## config.mk

```make
export PLATFORM = sky130hd
export DESIGN_NAME = flag_sequencer_flat
export DESIGN_NICKNAME = d
export VERILOG_FILES = /design/src/rtl/flag_sequencer_if.sv /design/src/rtl/flag_sequencer.sv /design/src/flat_wrapper.sv
export SDC_FILE = /design/constraint.sdc
export NUM_CORES = 1
export LEC_CHECK = 0
export BUFFER_PORTS_ARGS = -buffer_cell sky130_fd_sc_hd__buf_2
export CAP_MARGIN = 25
export CORE_AREA = 2 2 57 48
export CTS_BUF_LIST = sky130_fd_sc_hd__clkbuf_16
export DETAILED_ROUTE_END_ITERATION = 12
export DIE_AREA = 0 0 59 50
export PLACE_DENSITY = 0.7
export SLEW_MARGIN = 0
export SYNTH_ARGS = -nofsm -noshare
export SYNTH_HDL_FRONTEND = slang
export SYNTH_SLANG_ARGS = --single-unit
```

## constraint.sdc

```tcl
create_clock -name clk -period 2.6 [get_ports clk]
set_input_delay 0.13 -clock clk [delete_from_list [all_inputs] [get_ports clk]]
set_output_delay 0.13 -clock clk [all_outputs]
set_load 0.03 [all_outputs]
```

## src/rtl/flag_sequencer_if.sv

```systemverilog
// Execute-stage flag sequencer bus: instruction controls and flag sources in,
// condition result, bypassed flags and hazard status out.
interface flag_sequencer_if;
  logic       ValidE;
  logic       FlushE;
  logic [3:0] CondE;
  logic [1:0] FlagsWriteE;
  logic       MultStartE;
  logic       MultDoneE;
  logic [3:0] MultFlagsE;
  logic [3:0] ALUFlagsE;
  logic       CondExE;
  logic [3:0] FlagsE;
  logic       FlagStallE;
  logic       MultBusyE;
  logic       MultTimeoutE;

  modport master (
    output ValidE, FlushE, CondE, FlagsWriteE, MultStartE, MultDoneE,
           MultFlagsE, ALUFlagsE,
    input  CondExE, FlagsE, FlagStallE, MultBusyE, MultTimeoutE
  );

  modport slave (
    input  ValidE, FlushE, CondE, FlagsWriteE, MultStartE, MultDoneE,
           MultFlagsE, ALUFlagsE,
    output CondExE, FlagsE, FlagStallE, MultBusyE, MultTimeoutE
  );
endinterface

```

## src/rtl/flag_sequencer.sv

```systemverilog
// Owns the NZCV register, forwards late multiplier flags on their done cycle,
// evaluates ARM condition codes and stalls flag consumers behind a pending multiply.
module flag_sequencer #(
  parameter int MAX_MULT_CYCLES = 16,
  parameter int CNT_W           = 5
) (
  input logic              clk,
  input logic              reset,
  flag_sequencer_if.slave  bus
);

  typedef enum logic {IDLE, MULT_PEND} state_t;

  localparam logic [CNT_W-1:0] CntMax = CNT_W'(MAX_MULT_CYCLES);

  state_t           r_state, w_nextState;
  logic [3:0]       r_flags, w_nextFlags, w_flagsE;
  logic [1:0]       r_pendMask, w_nextMask;
  logic [CNT_W-1:0] r_waitCnt, w_nextCnt;
  logic             r_timeout, w_nextTimeout;
  logic             w_doneCycle, w_condPass, w_stall, w_accept;
  logic             w_n, w_z, w_c, w_v, w_ge;

  assign w_doneCycle = (r_state == MULT_PEND) && bus.MultDoneE;

  // Zero-cycle forwarding: only the fields the multiply owns are replaced.
  always_comb begin
    w_flagsE = r_flags;
    if (w_doneCycle) begin
      if (r_pendMask[1]) w_flagsE[3:2] = bus.MultFlagsE[3:2];
      if (r_pendMask[0]) w_flagsE[1:0] = bus.MultFlagsE[1:0];
    end
  end

  assign w_n  = w_flagsE[3];
  assign w_z  = w_flagsE[2];
  assign w_c  = w_flagsE[1];
  assign w_v  = w_flagsE[0];
  assign w_ge = (w_n == w_v);

  always_comb begin
    w_condPass = 1'b0;
    case (bus.CondE)
      4'b0000: w_condPass = w_z;
      4'b0001: w_condPass = ~w_z;
      4'b0010: w_condPass = w_c;
      4'b0011: w_condPass = ~w_c;
      4'b0100: w_condPass = w_n;
      4'b0101: w_condPass = ~w_n;
      4'b0110: w_condPass = w_v;
      4'b0111: w_condPass = ~w_v;
      4'b1000: w_condPass = w_c & ~w_z;
      4'b1001: w_condPass = ~(w_c & ~w_z);
      4'b1010: w_condPass = w_ge;
      4'b1011: w_condPass = ~w_ge;
      4'b1100: w_condPass = ~w_z & w_ge;
      4'b1101: w_condPass = ~(~w_z & w_ge);
      4'b1110: w_condPass = 1'b1;
      default: w_condPass = 1'b0;
    endcase
  end

  // Unconditional instructions that leave the flags alone need nothing from the multiply.
  assign w_stall = (r_state == MULT_PEND) && !bus.MultDoneE && bus.ValidE && !bus.FlushE &&
                   ((bus.CondE != 4'b1110) || (bus.FlagsWriteE != 2'b00));

  assign w_accept = bus.ValidE && !bus.FlushE && !w_stall && w_condPass;

  assign bus.CondExE      = w_accept;
  assign bus.FlagsE       = w_flagsE;
  assign bus.FlagStallE   = w_stall;
  assign bus.MultBusyE    = (r_state == MULT_PEND);
  assign bus.MultTimeoutE = r_timeout;

  always_comb begin
    w_nextState   = r_state;
    w_nextFlags   = r_flags;
    w_nextMask    = r_pendMask;
    w_nextCnt     = r_waitCnt;
    w_nextTimeout = r_timeout;

    if (r_state == MULT_PEND) begin
      if (bus.MultDoneE) begin
        w_nextFlags = w_flagsE;
        w_nextState = IDLE;
        w_nextMask  = 2'b00;
      end else begin
        if (r_waitCnt < CntMax) w_nextCnt = r_waitCnt + 1'b1;
        if (w_nextCnt == CntMax) w_nextTimeout = 1'b1;
      end
    end

    // The younger instruction is applied last so its ALU fields win per field.
    if (w_accept) begin
      if (bus.MultStartE) begin
        if (bus.FlagsWriteE != 2'b00) begin
          w_nextState = MULT_PEND;
          w_nextMask  = bus.FlagsWriteE;
          w_nextCnt   = '0;
        end
      end else begin
        if (bus.FlagsWriteE[1]) w_nextFlags[3:2] = bus.ALUFlagsE[3:2];
        if (bus.FlagsWriteE[0]) w_nextFlags[1:0] = bus.ALUFlagsE[1:0];
      end
    end
  end

  always_ff @(posedge clk) begin
    if (reset) begin
      r_state    <= IDLE;
      r_flags    <= 4'b0000;
      r_pendMask <= 2'b00;
      r_waitCnt  <= '0;
      r_timeout  <= 1'b0;
    end else begin
      r_state    <= w_nextState;
      r_flags    <= w_nextFlags;
      r_pendMask <= w_nextMask;
      r_waitCnt  <= w_nextCnt;
      r_timeout  <= w_nextTimeout;
    end
  end

endmodule

```

## src/flat_wrapper.sv

```systemverilog
// flat-port wrapper written by rule: the top's interface ports become plain ports
module flag_sequencer_flat 
#(
  parameter int MAX_MULT_CYCLES = 16,
  parameter int CNT_W           = 5
)
  (clk, reset, bus_ValidE, bus_FlushE, bus_CondE, bus_FlagsWriteE, bus_MultStartE, bus_MultDoneE, bus_MultFlagsE, bus_ALUFlagsE, bus_CondExE, bus_FlagsE, bus_FlagStallE, bus_MultBusyE, bus_MultTimeoutE);
  flag_sequencer_if bus_i ();
  input logic clk;
  input logic reset;
  input wire logic [$bits(bus_i.ValidE)-1:0] bus_ValidE;
  input wire logic [$bits(bus_i.FlushE)-1:0] bus_FlushE;
  input wire logic [$bits(bus_i.CondE)-1:0] bus_CondE;
  input wire logic [$bits(bus_i.FlagsWriteE)-1:0] bus_FlagsWriteE;
  input wire logic [$bits(bus_i.MultStartE)-1:0] bus_MultStartE;
  input wire logic [$bits(bus_i.MultDoneE)-1:0] bus_MultDoneE;
  input wire logic [$bits(bus_i.MultFlagsE)-1:0] bus_MultFlagsE;
  input wire logic [$bits(bus_i.ALUFlagsE)-1:0] bus_ALUFlagsE;
  output wire logic [$bits(bus_i.CondExE)-1:0] bus_CondExE;
  output wire logic [$bits(bus_i.FlagsE)-1:0] bus_FlagsE;
  output wire logic [$bits(bus_i.FlagStallE)-1:0] bus_FlagStallE;
  output wire logic [$bits(bus_i.MultBusyE)-1:0] bus_MultBusyE;
  output wire logic [$bits(bus_i.MultTimeoutE)-1:0] bus_MultTimeoutE;
  assign bus_i.ValidE = bus_ValidE;
  assign bus_i.FlushE = bus_FlushE;
  assign bus_i.CondE = bus_CondE;
  assign bus_i.FlagsWriteE = bus_FlagsWriteE;
  assign bus_i.MultStartE = bus_MultStartE;
  assign bus_i.MultDoneE = bus_MultDoneE;
  assign bus_i.MultFlagsE = bus_MultFlagsE;
  assign bus_i.ALUFlagsE = bus_ALUFlagsE;
  assign bus_CondExE = bus_i.CondExE;
  assign bus_FlagsE = bus_i.FlagsE;
  assign bus_FlagStallE = bus_i.FlagStallE;
  assign bus_MultBusyE = bus_i.MultBusyE;
  assign bus_MultTimeoutE = bus_i.MultTimeoutE;
  flag_sequencer #(.MAX_MULT_CYCLES(MAX_MULT_CYCLES), .CNT_W(CNT_W)) u_core (.clk(clk), .reset(reset), .bus(bus_i));
endmodule
```

Word level (Yosys, flattened, before mapping)
Cells that the tools add are included.

Register bits: 13. Bits in latches: 0. Memory bits (writable): 0. Bits in read-only memories: 0. Input port bits: 20. Output and inout bits: 8. Logic and storage cells: 77. Memories: 0.

$add $sub $neg: 1. $mul: 0. Divide/modulo/power cells: 0. Magnitude comparators: 1. Equality and inequality tests: 17. Shift operators: 0. Mux-type cells: 28. Bitwise gates (word level): 10. Reductions and logical operators: 15.

Operators by type and width (number): 5-bit 2-to-1 mux (8); 4-bit equality test (second input constant) (7); 4-bit 2-to-1 mux (5); 2-bit 2-to-1 mux (9); 4-bit by 3-bit equality test with 1-bit output (second input constant) (4); 1-bit case mux with 15 select lines (1); 4-bit by 2-bit equality test with 1-bit output (second input constant) (2); 1-bit logical AND (8); 1-bit NOT (8); 5-bit by 1-bit adder with 5-bit output (second input constant) (1); 5-bit equality test (second input constant) (1); 5-bit < comparator (second input constant) (1); 1-bit 2-to-1 mux (5); 4-bit by 1-bit equality test with 1-bit output (second input constant) (1); 4-bit zero test (1); 4-bit != test (second input constant) (1); 1-bit zero test (3); 3-bit AND reduction (1); 1-bit bitwise AND (2); 2-bit nonzero test (1); 1-bit equality test (1); 1-bit logical OR (1).

Logic depth before layout (Yosys ltp)
Depth in word-level cells: 9. Gate-level depth with buffers: 10. Mapped depth without buffers: 9.

Worst setup path before layout
OpenSTA, ideal clock, no wires.

Path type: register -> register. Start point: register u_core.r_state (netlist: u_core.bus.MultBusyE). End point: register u_core.r_pendMask[0]. Library setup time: 0.125 ns. Arrival time: 2.355 ns. Required time: 2.475 ns. Setup slack: 0.120 ns. Cell stages (with the launch flop): 11. Buffers on the path: 1. Clock period less this slack: 2.480 ns. Path through: dfxtp_1 -> nand3_2 -> mux2i_4 -> inv_2 -> xnor2_2 -> a31oi_1 -> a311o_1 -> o22a_2 -> buf_6 -> o211ai_1 -> o31ai_1.

Word-level cells in the longest chain between the ends: 8. Elaborated cells between the ends (all ways): 24. Classes of those cells: eq/ne (1); mux (6); bitwise (9); reduce/logical (8).

Ends and longest elaborated chain: from (decl) (line flag_sequencer.sv:16) `state_t r_state, w_nextState;`; from (signal assigned) (line flag_sequencer.sv:116) `r_state <= w_nextState;`; 1-bit logical AND (*) (line flag_sequencer.sv:24) `assign w_doneCycle = (r_state == MULT_PEND) && bus.MultDoneE;`; 4-bit 2-to-1 mux (*) (line flag_sequencer.sv:29) `if (w_doneCycle) begin`; named net bus_FlagsE[0] (line flat_wrapper.sv:20) `output wire logic [$bits(bus_i.FlagsE)-1:0] bus_FlagsE;`; 1-bit equality test (line flag_sequencer.sv:39) `assign w_ge = (w_n == w_v);`; 1-bit bitwise AND (line flag_sequencer.sv:56, flag_sequencer.sv:57); 1-bit NOT (line flag_sequencer.sv:57) `4'b1101: w_condPass = ~(~w_z & w_ge);`; 1-bit case mux with 15 select lines (*) (line flag_sequencer.sv:43) `case (bus.CondE)`; 1-bit logical AND (*) (line flag_sequencer.sv:67) `assign w_accept = bus.ValidE && !bus.FlushE && !w_stall && w_condPass;`; 2-bit 2-to-1 mux (*) (line flag_sequencer.sv:94) `if (w_accept) begin`; to (signal assigned) (line flag_sequencer.sv:118) `r_pendMask <= w_nextMask;`; to (decl) (line flag_sequencer.sv:18) `logic [1:0] r_pendMask, w_nextMask;`.

Mark *: on every way through the listed nets, which the timed path passes. The rest lies on a longest branch. A chain may end at the register's enable or synchronous reset.

Worst setup path in the final report
Start point: register u_core.r_state (netlist: u_core.bus.MultBusyE). End point: output bus_CondExE.

Word-level cells in the longest chain between the ends: 7. Elaborated cells between the ends (all ways): 20. Classes of those cells: eq/ne (1); mux (2); bitwise (9); reduce/logical (8).

Ends and longest elaborated chain: 1-bit logical AND, on equally long branches (line flag_sequencer.sv:24, flag_sequencer.sv:64); 4-bit 2-to-1 mux or 1-bit logical AND (tied branches) (line flag_sequencer.sv:29, flag_sequencer.sv:64); 1-bit equality test (tied with other cells) (line flag_sequencer.sv:39); 1-bit bitwise AND (tied with other cells) (line flag_sequencer.sv:56, flag_sequencer.sv:57); 1-bit NOT (tied with other cells) (line flag_sequencer.sv:57); 1-bit case mux with 15 select lines or 1-bit logical AND (tied branches) (line flag_sequencer.sv:43, flag_sequencer.sv:67); 1-bit logical AND (*) (line flag_sequencer.sv:67); to (decl) (line flat_wrapper.sv:19) `output wire logic [$bits(bus_i.CondExE)-1:0] bus_CondExE;`.

Mark *: on every way between the ends. The rest lies on a longest branch, timed or not.

==> summary.txt <==
Yosys
  • Distinct cells, synth: between 40 and 50
  • Synth Area in Simple Gates: 29.09%
  • Largest area contributor in the netlist: dfxtp_1
  • Compound-Gate Fraction of Synth Area: 19.11%
  • Post-synthesis adder-cell area fraction: 1.385%
  • XOR/XNOR share of the synthesized area: 6.648%
  • Synth Area per Inst: 8.365 um2
  • Main combinational cell family by area after synthesis: simple AND/OR/NAND/NOR gates
  • Syn nets: 129
  • Multiplexer area fraction after synthesis: 9.557%
  • Seq cells post-synth: 13
  • Ys Warns: 0
  • Sequential area share after synthesis: between 20% and 30%
  • Netlist Area Pre-Place: 903.4 um2
  • Area contributors post-synth: dfxtp_1, nor3_1, mux2i_1
  • Yosys top cell area share: 28.81%
  • Mapped Cells: roughly 110

Detailed routing
  • Residual DRC: 0
  • WL met1: roughly 1.1 mm
  • Met2 WL: 1.196 mm
  • Final wirelength: 2.404 mm
  • Starting DRT DRC Count: 27
  • Avg WL per Cell: 14.57 um
  • Via count: 890
  • DR pass1 iterations: 4
  • DR top layer: met4
  • DR vias/cell: 5.394
  • Routed Antenna Nets: 0
  • Routed met3 length: between 70 and 80 um

Layout
  • Commonest cells after routing, fill and taps aside: buf_2, nor3_1, dfxtp_1, nor2_1, inv_1
  • Diodes inserted: 0
  • Layout cells sized above 1: 32.61%
  • Final Cell Area: 0.001175 mm2
  • Area Overhead vs Synth: 30.06%
  • Fin nets: 160
  • Fill cells: 232
  • Commonest non-fill, non-tap cell in the layout: buf_2

STA
  • Fmax: 404.7 MHz
  • Setup TNS: 0 ns
  • Max Slew Vio Count: 0
  • Fin worst setup slack: 0.1290 ns
  • Fin crit share: a little over nine tenths
  • Final hold violation count: 0
  • RSZ-0062 raised after global routing: false
  • Slew at the pin closest to its max-slew limit: 0.3324 ns
  • Clock skew: 0.001962 ns
  • Final setup vio count: 0
  • Min Tclk post-route: 2.471 ns
  • Worst slew margin: 77.76%

Critical path
  • Crit Path Class: reg -> out
  • Worst R2R Path Depth: 9
  • CP max FO: 14
  • Critical-path cell list: nand3_2, mux2i_4, inv_2, xnor2_2, a31oi_1, a311o_1, o22a_4, inv_1, buf_2
  • Worst reg2reg path endpoint: u_core.r_waitCnt[4]$_SDFF_PP0_
  • Startpoint types: flop
  • CP peak stage delay: 0.38 ns
  • Data required, critical path: 2.47 ns
  • Crit-path slowest cell: dfxtp_2
  • Critical Path End Type: primary output
  • R2R setup slack: 0.22 ns
  • Worst reg2reg path startpoint: u_core.bus.MultBusyE$_SDFF_PP0_
  • Critical path data arrival time: 2.34 ns

Clock tree
  • Worst-case clock buffer depth: 2
  • TritonCTS Sinks: 13
  • Root buffer cell: clkbuf_16
  • Postcts setup bufs: 0
  • CTS hold repair buffers: 0
  • CTS clk-pin slew, worst paths: 0.05 ns
  • CTS buffer count: 3
  • H-tree Lvls: 1
  • Clock Latency Late Sink: around 0.24 ns
  • TritonCTS clock tree: built

Power and ir drop
  • Maximum VDD drop: 0.0003514 V
  • Total power draw: slightly below 600 uW
  • Cell Pwr Density: 496.7 mW/mm2
  • P_leak: 0.0005265 uW

Floorplanning
  • Initial Util: a little under two fifths
  • Die Span X: 59 um
  • Die Ht: roughly 50 um
  • IO Pins: 28
  • FP Rows: 16
  • Core area: 0.002362 mm2
  • Die Footprint: between 0.002 and 0.003 mm2

Placed design
  • Buffers on Ports: 27
  • Routability cong.: roughly 0.97
  • Worst slack, placed: 0.09123 ns
  • Cell Area, Placed: 0.001072 mm2
  • DP Wirelength: 1.763 mm

GRT
  • Initial antenna violation count: 0
  • First-pass GRT wire length: ~3.9 mm
  • Largest net degree at the start of global routing: 15
  • Vias in the first global route: 896
  • GR Util All Layers: 16.76%
  • Global route overflow: 0

Min path
  • Worst hold stages: 3
  • WHS Endpoint: u_core.r_pendMask[1]$_SDFF_PP0_
  • Hold path start: bus_FlagsWriteE[1]
  • Worst Hold Class: in -> reg

Status
  • Status: finished clean

Flow run
  • Max Cap Viol: 0
cell usage after synthesis, drive strengths merged:
cell type  count
o21ba          1
o211ai         2
and2b          1
nand2          5
dfxtp         13
nand3b         1
clkbuf         3
a31oi          1
xnor2          2
mux2i          7
nand4b         1
nand4          2
o21a           4
a41oi          1
xor2           4
a22oi          2
buf            1
inv            7
nand3          4
a311oi         1
nor3b          1
o21ai          2
o311ai         1
a311o          1
o31ai          2
ha             1
nor3          16
o22a           1
o311a          1
a21oi          3
nor2          11
or3            1
nand2b         2
nor2b          1
or2b           1
worst max-delay path by stage:
| stage | startpoint | to | slack (ns) | cells past startpoint |
|---|---|---|---|---|
| floorplan | u_core.bus.MultBusyE$_SDFF_PP0_ | u_core.r_pendMask[0]$_SDFF_PP0_ | 0.12 | 10 |
| global placement | u_core.bus.MultBusyE$_SDFF_PP0_ | u_core.r_waitCnt[4]$_SDFF_PP0_ | 0.26 | 8 |
| detailed placement | u_core.bus.MultBusyE$_SDFF_PP0_ | u_core.r_waitCnt[4]$_SDFF_PP0_ | 0.09 | 8 |
| CTS | u_core.bus.MultBusyE$_SDFF_PP0_ | bus_CondExE | 0.02 | 8 |
| global route | u_core.bus.MultBusyE$_SDFF_PP0_ | bus_CondExE | 0.02 | 9 |
| finish | u_core.bus.MultBusyE$_SDFF_PP0_ | bus_CondExE | 0.13 | 9 |
metal layers:
layer / track usage, % / vias up
met1: 21.18 / 413
met2: 30.19 / 21
met4: 2.273 / 0
met3: 2.625 / 2
met5: 0 / -
li1: - / 454
where the power goes:
part           internal, uW  switching (uW)  total [uW]  leakage (uW)
logic                  35.1            51.1        86.2      0.000380
registers               203            2.58         206      0.000105
clock network           205            87.0         292     0.0000409
total                   443             141         584      0.000526
stage by stage:
step           hold slack, ns  cells  util, %
3_5_place_dp           0.4356    161    45.39
2_1_floorplan          0.2312    108        -
3_3_place_gp           0.4344    161    45.39
5_1_grt                0.2127    165    49.74
6_report               0.1875    165    49.74
4_1_cts                0.1856    165    49.15
sequential cells by signal, summed over array words and instances, names as in the netlist:
| name | flops |
|---|---|
| u_core.r_waitCnt | 5 |
| u_core.r_flags | 4 |
| u_core.r_pendMask | 2 |
| u_core.bus.MultBusyE | 1 |
| u_core.bus.MultTimeoutE | 1 |
logic make-up after synthesis:
family / count (synthesis)
AND/OR/NAND/NOR: 47
flip-flops: 13
AO/OA/AOI/OAI: 23
buffers and inverters: 11
adder cells (fa/ha/maj): 1
multiplexers: 7
XOR/XNOR: 6
critical path: cells and delay by family, from the launching register on:
family	cells	cell delay (ns)
buffers and inverters	3	0.35
AO/OA/AOI/OAI	3	0.79
multiplexers	1	0.22
AND/OR/NAND/NOR	1	0.15
XOR/XNOR	1	0.21
flip-flops	1	0.38
timing repair:
| item | CTS | global route |
|---|---|---|
| setup endpoints to repair | 1 | 7 |
| cloned | 0 | 0 |
| pin swaps | 0 | 0 |
| resized for setup | 1 | 3 |
area by class of cell:
class                           instances  area (um2)  area share, %
Clock buffer                            3       75.07          6.390
Clock inverter                          1       5.005         0.4260
Inverter                                7       26.28          2.236
Multi-Input combinational cell         84       615.6          52.40
Sequential cell                        13       261.5          22.26
Tap cell                               27       33.78          2.875
Timing Repair Buffer                   30       157.7          13.42
Power figures use the tool's default switching activity.
